<file path="src/rtl/uart_rx_controller_if.sv">
// Receive-word handshake between the UART RX controller and its consumer.
// The controller holds data/valid; the consumer drives ready.
interface uart_rx_controller_if #(
  parameter int unsigned DATA_BITS = 8
) ();
  logic [DATA_BITS-1:0] data;
  logic                 valid;
  logic                 ready;

  modport master (output data, output valid, input ready);
  modport slave  (input data, input valid, output ready);
endinterface

</file>
<file path="src/rtl/uart_rx_controller.sv">
// UART receive framing controller: detects start edges on the synchronized line,
// assembles bits decided by an external bit sampler and hands words to a consumer.
module uart_rx_controller #(
  parameter int unsigned DATA_BITS = 8
) (
  input  logic                 clk,
  input  logic                 rst_n,
  input  logic                 raw_data,
  output logic                 sampler_rst,
  input  logic                 sampler_data,
  input  logic                 sampler_clk,
  uart_rx_controller_if.master rx,
  output logic                 framing_error,
  output logic                 overrun
);

  localparam int unsigned CNT_W = $clog2(DATA_BITS + 1);

  typedef enum logic [2:0] {
    S_IDLE,
    S_START,
    S_DATA,
    S_STOP,
    S_WAIT_HIGH
  } state_e;

  state_e               state_q;
  logic                 sync1_q;
  logic                 line_s_q;
  logic [1:0]           sync_vld_q;
  logic                 line_hi_q;
  logic                 sampler_rst_q;
  logic [DATA_BITS-1:0] data_q;
  logic                 valid_q;
  logic                 framing_error_q;
  logic                 overrun_q;
  logic [DATA_BITS-1:0] shift_q;
  logic [DATA_BITS-1:0] shift_d;
  logic [CNT_W-1:0]     bit_cnt_q;

  logic line_ok_c;
  logic line_fall_c;
  logic last_bit_c;
  logic deliver_ok_c;

  // Synchronizer; sync_vld_q marks when line_s_q reflects a real post-reset sample
  // so a line held low through reset never looks like a 1->0 transition.
  always_ff @(posedge clk or negedge rst_n) begin
    if (!rst_n) begin
      sync1_q    <= 1'b1;
      line_s_q   <= 1'b1;
      sync_vld_q <= 2'b00;
      line_hi_q  <= 1'b0;
    end else begin
      sync1_q    <= raw_data;
      line_s_q   <= sync1_q;
      sync_vld_q <= {sync_vld_q[0], 1'b1};
      if (sync_vld_q[1]) begin
        line_hi_q <= line_s_q;
      end
    end
  end

  assign line_ok_c    = sync_vld_q[1];
  assign line_fall_c  = line_ok_c & line_hi_q & ~line_s_q;
  assign last_bit_c   = (bit_cnt_q == CNT_W'(DATA_BITS - 1));
  assign deliver_ok_c = ~valid_q | rx.ready;

  // Shift register with the current sample placed at bit index = counter
  always_comb begin
    shift_d = shift_q;
    for (int unsigned i = 0; i < DATA_BITS; i++) begin
      if (bit_cnt_q == CNT_W'(i)) begin
        shift_d[i] = sampler_data;
      end
    end
  end

  always_ff @(posedge clk or negedge rst_n) begin
    if (!rst_n) begin
      state_q         <= S_IDLE;
      sampler_rst_q   <= 1'b1;
      data_q          <= '0;
      valid_q         <= 1'b0;
      framing_error_q <= 1'b0;
      overrun_q       <= 1'b0;
      shift_q         <= '0;
      bit_cnt_q       <= '0;
    end else begin
      framing_error_q <= 1'b0;
      overrun_q       <= 1'b0;
      if (valid_q && rx.ready) begin
        valid_q <= 1'b0;
      end

      case (state_q)
        S_IDLE: begin
          sampler_rst_q <= 1'b1;
          if (line_fall_c) begin
            state_q       <= S_START;
            sampler_rst_q <= 1'b0;
          end
        end

        S_START: begin
          if (sampler_clk) begin
            if (!sampler_data) begin
              state_q   <= S_DATA;
              bit_cnt_q <= '0;
            end else begin
              state_q       <= S_IDLE;
              sampler_rst_q <= 1'b1;
            end
          end
        end

        S_DATA: begin
          if (sampler_clk) begin
            shift_q   <= shift_d;
            bit_cnt_q <= bit_cnt_q + CNT_W'(1);
            if (last_bit_c) begin
              state_q <= S_STOP;
            end
          end
        end

        // Delivery overrides the consume-clear above so a same-cycle handoff keeps valid high
        S_STOP: begin
          if (sampler_clk) begin
            sampler_rst_q <= 1'b1;
            if (sampler_data) begin
              state_q <= S_IDLE;
              if (deliver_ok_c) begin
                data_q  <= shift_q;
                valid_q <= 1'b1;
              end else begin
                overrun_q <= 1'b1;
              end
            end else begin
              framing_error_q <= 1'b1;
              state_q         <= S_WAIT_HIGH;
            end
          end
        end

        S_WAIT_HIGH: begin
          sampler_rst_q <= 1'b1;
          if (line_ok_c && line_s_q) begin
            state_q <= S_IDLE;
          end
        end

        default: begin
          state_q       <= S_IDLE;
          sampler_rst_q <= 1'b1;
        end
      endcase
    end
  end

  assign sampler_rst   = sampler_rst_q;
  assign rx.data       = data_q;
  assign rx.valid      = valid_q;
  assign framing_error = framing_error_q;
  assign overrun       = overrun_q;

endmodule

</file>
<file path="src/flat_wrapper.sv">
// flat-port wrapper written by rule: the top's interface ports become plain ports
module uart_rx_controller_flat 
#(
  parameter int unsigned DATA_BITS = 8
)
  (clk, rst_n, raw_data, sampler_rst, sampler_data, sampler_clk, framing_error, overrun, rx_data, rx_valid, rx_ready);
  uart_rx_controller_if #(.DATA_BITS(DATA_BITS)) rx_i ();
  input  logic clk;
  input  logic rst_n;
  input  logic raw_data;
  output logic sampler_rst;
  input  logic sampler_data;
  input  logic sampler_clk;
  output logic framing_error;
  output logic overrun;
  output wire logic [$bits(rx_i.data)-1:0] rx_data;
  output wire logic [$bits(rx_i.valid)-1:0] rx_valid;
  input wire logic [$bits(rx_i.ready)-1:0] rx_ready;
  assign rx_data = rx_i.data;
  assign rx_valid = rx_i.valid;
  assign rx_i.ready = rx_ready;
  uart_rx_controller #(.DATA_BITS(DATA_BITS)) u_core (.clk(clk), .rst_n(rst_n), .raw_data(raw_data), .sampler_rst(sampler_rst), .sampler_data(sampler_data), .sampler_clk(sampler_clk), .rx(rx_i), .framing_error(framing_error), .overrun(overrun));
endmodule
</file>
<file path="config.mk">
export PLATFORM = sky130hd
export DESIGN_NAME = uart_rx_controller_flat
export DESIGN_NICKNAME = d
export VERILOG_FILES = /design/src/rtl/uart_rx_controller_if.sv /design/src/rtl/uart_rx_controller.sv /design/src/flat_wrapper.sv
export SDC_FILE = /design/constraint.sdc
export NUM_CORES = 1
export LEC_CHECK = 0
export CAP_MARGIN = 20
export CORE_MARGIN = 10
export CORE_UTILIZATION = 58
export DETAILED_ROUTE_END_ITERATION = 8
export PLACE_DENSITY = 0.8
export SLEW_MARGIN = 15
export SYNTH_ARGS = -nofsm -noshare
export SYNTH_HDL_FRONTEND = slang
export SYNTH_SLANG_ARGS = --single-unit
export TNS_END_PERCENT = 100
</file>
<file path="constraint.sdc">
create_clock -name clk -period 2.15 [get_ports clk]
set_input_delay 0.43 -clock clk [delete_from_list [all_inputs] [get_ports clk]]
set_output_delay 0.43 -clock clk [all_outputs]
set_load 0.05 [all_outputs]
</file>
==> reports/metrics.yaml <==
run_status:
  status: "finished, final reports clean"
cells_and_area:
  layout_common_cells: "dfrtp_1, clkdlybuf4s50_1, mux2_2"
  drive_gt1_frac: 0.252
  layout.nets: 144
  postLayoutCoreUtil: 0.715
  layout_commonest_cell: "dfrtp_1"
  area_delta_synth_final_pct: 18.4
  final_area_um2: 1760
  diodes: 0
  stdcell_count: 165
timing:
  skew_ps: 12.3
  max_freq_ghz: 0.521
  final.min_clock_period_ps: 1920
  drv_slew: 0
  worstMarginPinSlew_ps: 505
  setup_violations: 0
  period_share: 0.894
  slew_headroom: 0.662
  finalWorstSetupSlack_ps: 229
  tns_ps: 0
  hold_viol: 0
  rsz0062_at_grt: "false"
place:
  dp_cells: 157
  numPortBuffers: 17
  finalWeightedCongestion: 0.816
  dpl.hpwl_um: 2060
  dpl_cell_area_um2: 1680
  dpl_worst_slack_ps: 121
critical_path:
  end_kind: "primary output"
  crit_buf_inv: 1
  crit_required_ps: 1720
  cp_slowest_cell: "clkdlybuf4s50_1"
  cp_cell_sequence: "clkdlybuf4s50_1"
  crit_arrival_ps: 1490
  critPathMaxFanout: 2
  crit_family: "buffers and inverters"
  crit_path_start_kind: "register"
  crit_type: "reg -> out"
  slowest_delay_ps: 810
routing:
  drt-initial-drc-count: 100
  drc: 0
  wl_um: 2910
  ant_nets: 0
  vias: 957
  vias_per_cell: 5.80
  firstDrtPassIters: 4
  wire_per_inst_um: 17.7
clock_tree:
  cts_tree: "done"
  htreeDepth: 2
  cts.path.max_buffers: 2
  cts.sinks: 32
  clk_pin_slew_ps: 100
  root_buffer: "clkbuf_4"
  numCtsBuffers: 5
  insertion_delay_ps: 330
  hold_buffers: 0
die:
  start_util: 0.604
  core.rowCount: 18
  io_pins: 18
  die_y_um: 70.6
  core_um2: 2450
  die_x_um: 70.6
  die_area_um2: 4980
logic_synthesis:
  ys_seq_area_frac: 0.543
  synthXorXnorAreaFrac: 0.0118
  yosys_warnings: 0
  synth_cell_type_count: 37
  synth_top_family_by_area: "simple AND/OR/NAND/NOR gates"
  synth-seq-cells: 32
  synth_simple_gate_area_frac: 0.160
  synth_compound_area_frac: 0.0599
  syn-cell-area_um2: 1480
  synthMuxAreaShare: 0.142
  synth_fa_ha_area_frac: 0.0338
  syn_inst: 113
  syn_area_per_cell_um2: 13.1
  synthesis.nets: 123
power:
  p_per_area_nw_per_um2: 1170
  p_leak_nw: 0.786
  vdd_drop_max_uv: 768
flow_run:
  maxCapViolCount: 0
global_routing:
  grt.overflow.total: 0
  grt_pass1_vias: 1017
  grt_pass1_wl_um: 4940
  track_usage: 0.124
  grt_max_degree: 33
  antenna_found_initial: 0
hold_path:
  min_path_type: "reg -> reg"
[registers in the layout (all words and copies together) (netlist names)]
signal                count
u_core.rx.data            8
u_core.shift_q            8
u_core.bit_cnt_q          4
u_core.state_q            3
u_core.sync_vld_q         2
u_core.framing_error      1
u_core.line_hi_q          1
u_core.line_s_q           1
u_core.overrun            1
u_core.rx.valid           1
u_core.sampler_rst        1
u_core.sync1_q            1
[cell type report]
type	count	area (um2)
Clock buffer	6	41.3
Timing Repair Buffer	22	210
Inverter	5	18.8
Tap cell	30	37.5
Clock inverter	2	35.0
Fill cell	160	699
Sequential cell	32	805
Multi-Input combinational cell	68	608
[power breakdown]
part | internal [mW] | total (mW) | switching (mW)
registers | 0.742 | 0.897 | 0.155
clock network | 0.244 | 0.440 | 0.197
logic | 0.321 | 0.717 | 0.396
total | 1.31 | 2.05 | 0.748
[metal layers]
layer	wire length (um)	vias up	part of all wire	GRT usage
met5	0	-	0	0
met4	47	0	0.016	0.0559
met3	131	4	0.045	0.0516
met2	1500	13	0.52	0.196
met1	1230	492	0.42	0.144
li1	-	448	-	-
[repair_timing]
| action | in CTS | in global routing |
|---|---|---|
| hold endpoints to repair | 0 | 0 |
| endpoints found under the setup margin | 0 | 1 |
| setup buffers | 0 | 0 |
| gates resized for setup | 0 | 1 |
[path summary, 6_finish.rpt]
kind	endpoint	from	cells past startpoint	slack (ps)
setup reg to reg	u_core.shift_q[1]$_DFFE_PN0P_	u_core.state_q[2]$_DFFE_PN0P_	3	450
min in group asynchronous	u_core.shift_q[0]$_DFFE_PN0P_	rst_n	2	480
max in group asynchronous	u_core.sync1_q$_DFF_PN1_	rst_n	2	1340
hold reg to reg	u_core.sync_vld_q[1]$_DFF_PN0_	u_core.sync_vld_q[0]$_DFF_PN0_	0	360
hold / removal	u_core.sync_vld_q[1]$_DFF_PN0_	u_core.sync_vld_q[0]$_DFF_PN0_	0	360
setup / recovery	rx_data[1]	u_core.rx.data[1]$_DFFE_PN0P_	1	230
[cell families after synthesis]
kind of cell,after synthesis
xor gates and xnor gates,2
other,1
and+or+nand+nor,31
buffers and inverters,13
muxes,19
AOI/OAI and AO/OA,11
adders and majority gates,4
DFF,32
[per-stage QoR]
step | hold WS (ps) | total power [mW]
final | 356 | 2.05
after global routing | 364 | 2.18
after CTS | 360 | 2.07
after detailed placement | 337 | 1.62
after global placement | 337 | 1.59
after floorplan | 134 | 1.41
[synthesized netlist by cell type]
master	count	area, um2
dfrtp_1	29	726
nor4b_1	3	26.3
nand4_4	1	21.3
nor3_1	2	10.0
and3b_1	1	8.76
a41oi_1	1	8.76
mux2i_1	3	30.0
nand3b_1	2	15.0
dfstp_2	3	78.8
o21ai_0	2	10.0
nor4_1	1	6.26
buf_4	3	22.5
o2bb2ai_1	1	8.76
a221o_1	1	10.0
mux2_1	1	11.3
nor2_1	4	15.0
nand3_1	4	20.0
a22o_1	2	17.5
buf_6	1	11.3
o32a_1	1	10.0
nor2b_1	2	12.5
or2_0	1	6.26
clkbuf_1	2	7.51
ha_1	4	50.1
buf_2	2	10.0
a31oi_1	1	6.26
and4bb_4	1	16.3
nand4b_1	4	35.0
nand2_1	3	11.3
xnor2_1	2	17.5
mux2_2	15	169
nand2b_1	1	6.26
inv_1	5	18.8
nand4bb_4	1	27.5
a221oi_1	1	8.76
a31o_2	1	8.76
conb_1	1	3.75
No activity file was read; power rests on OpenSTA's default activity.
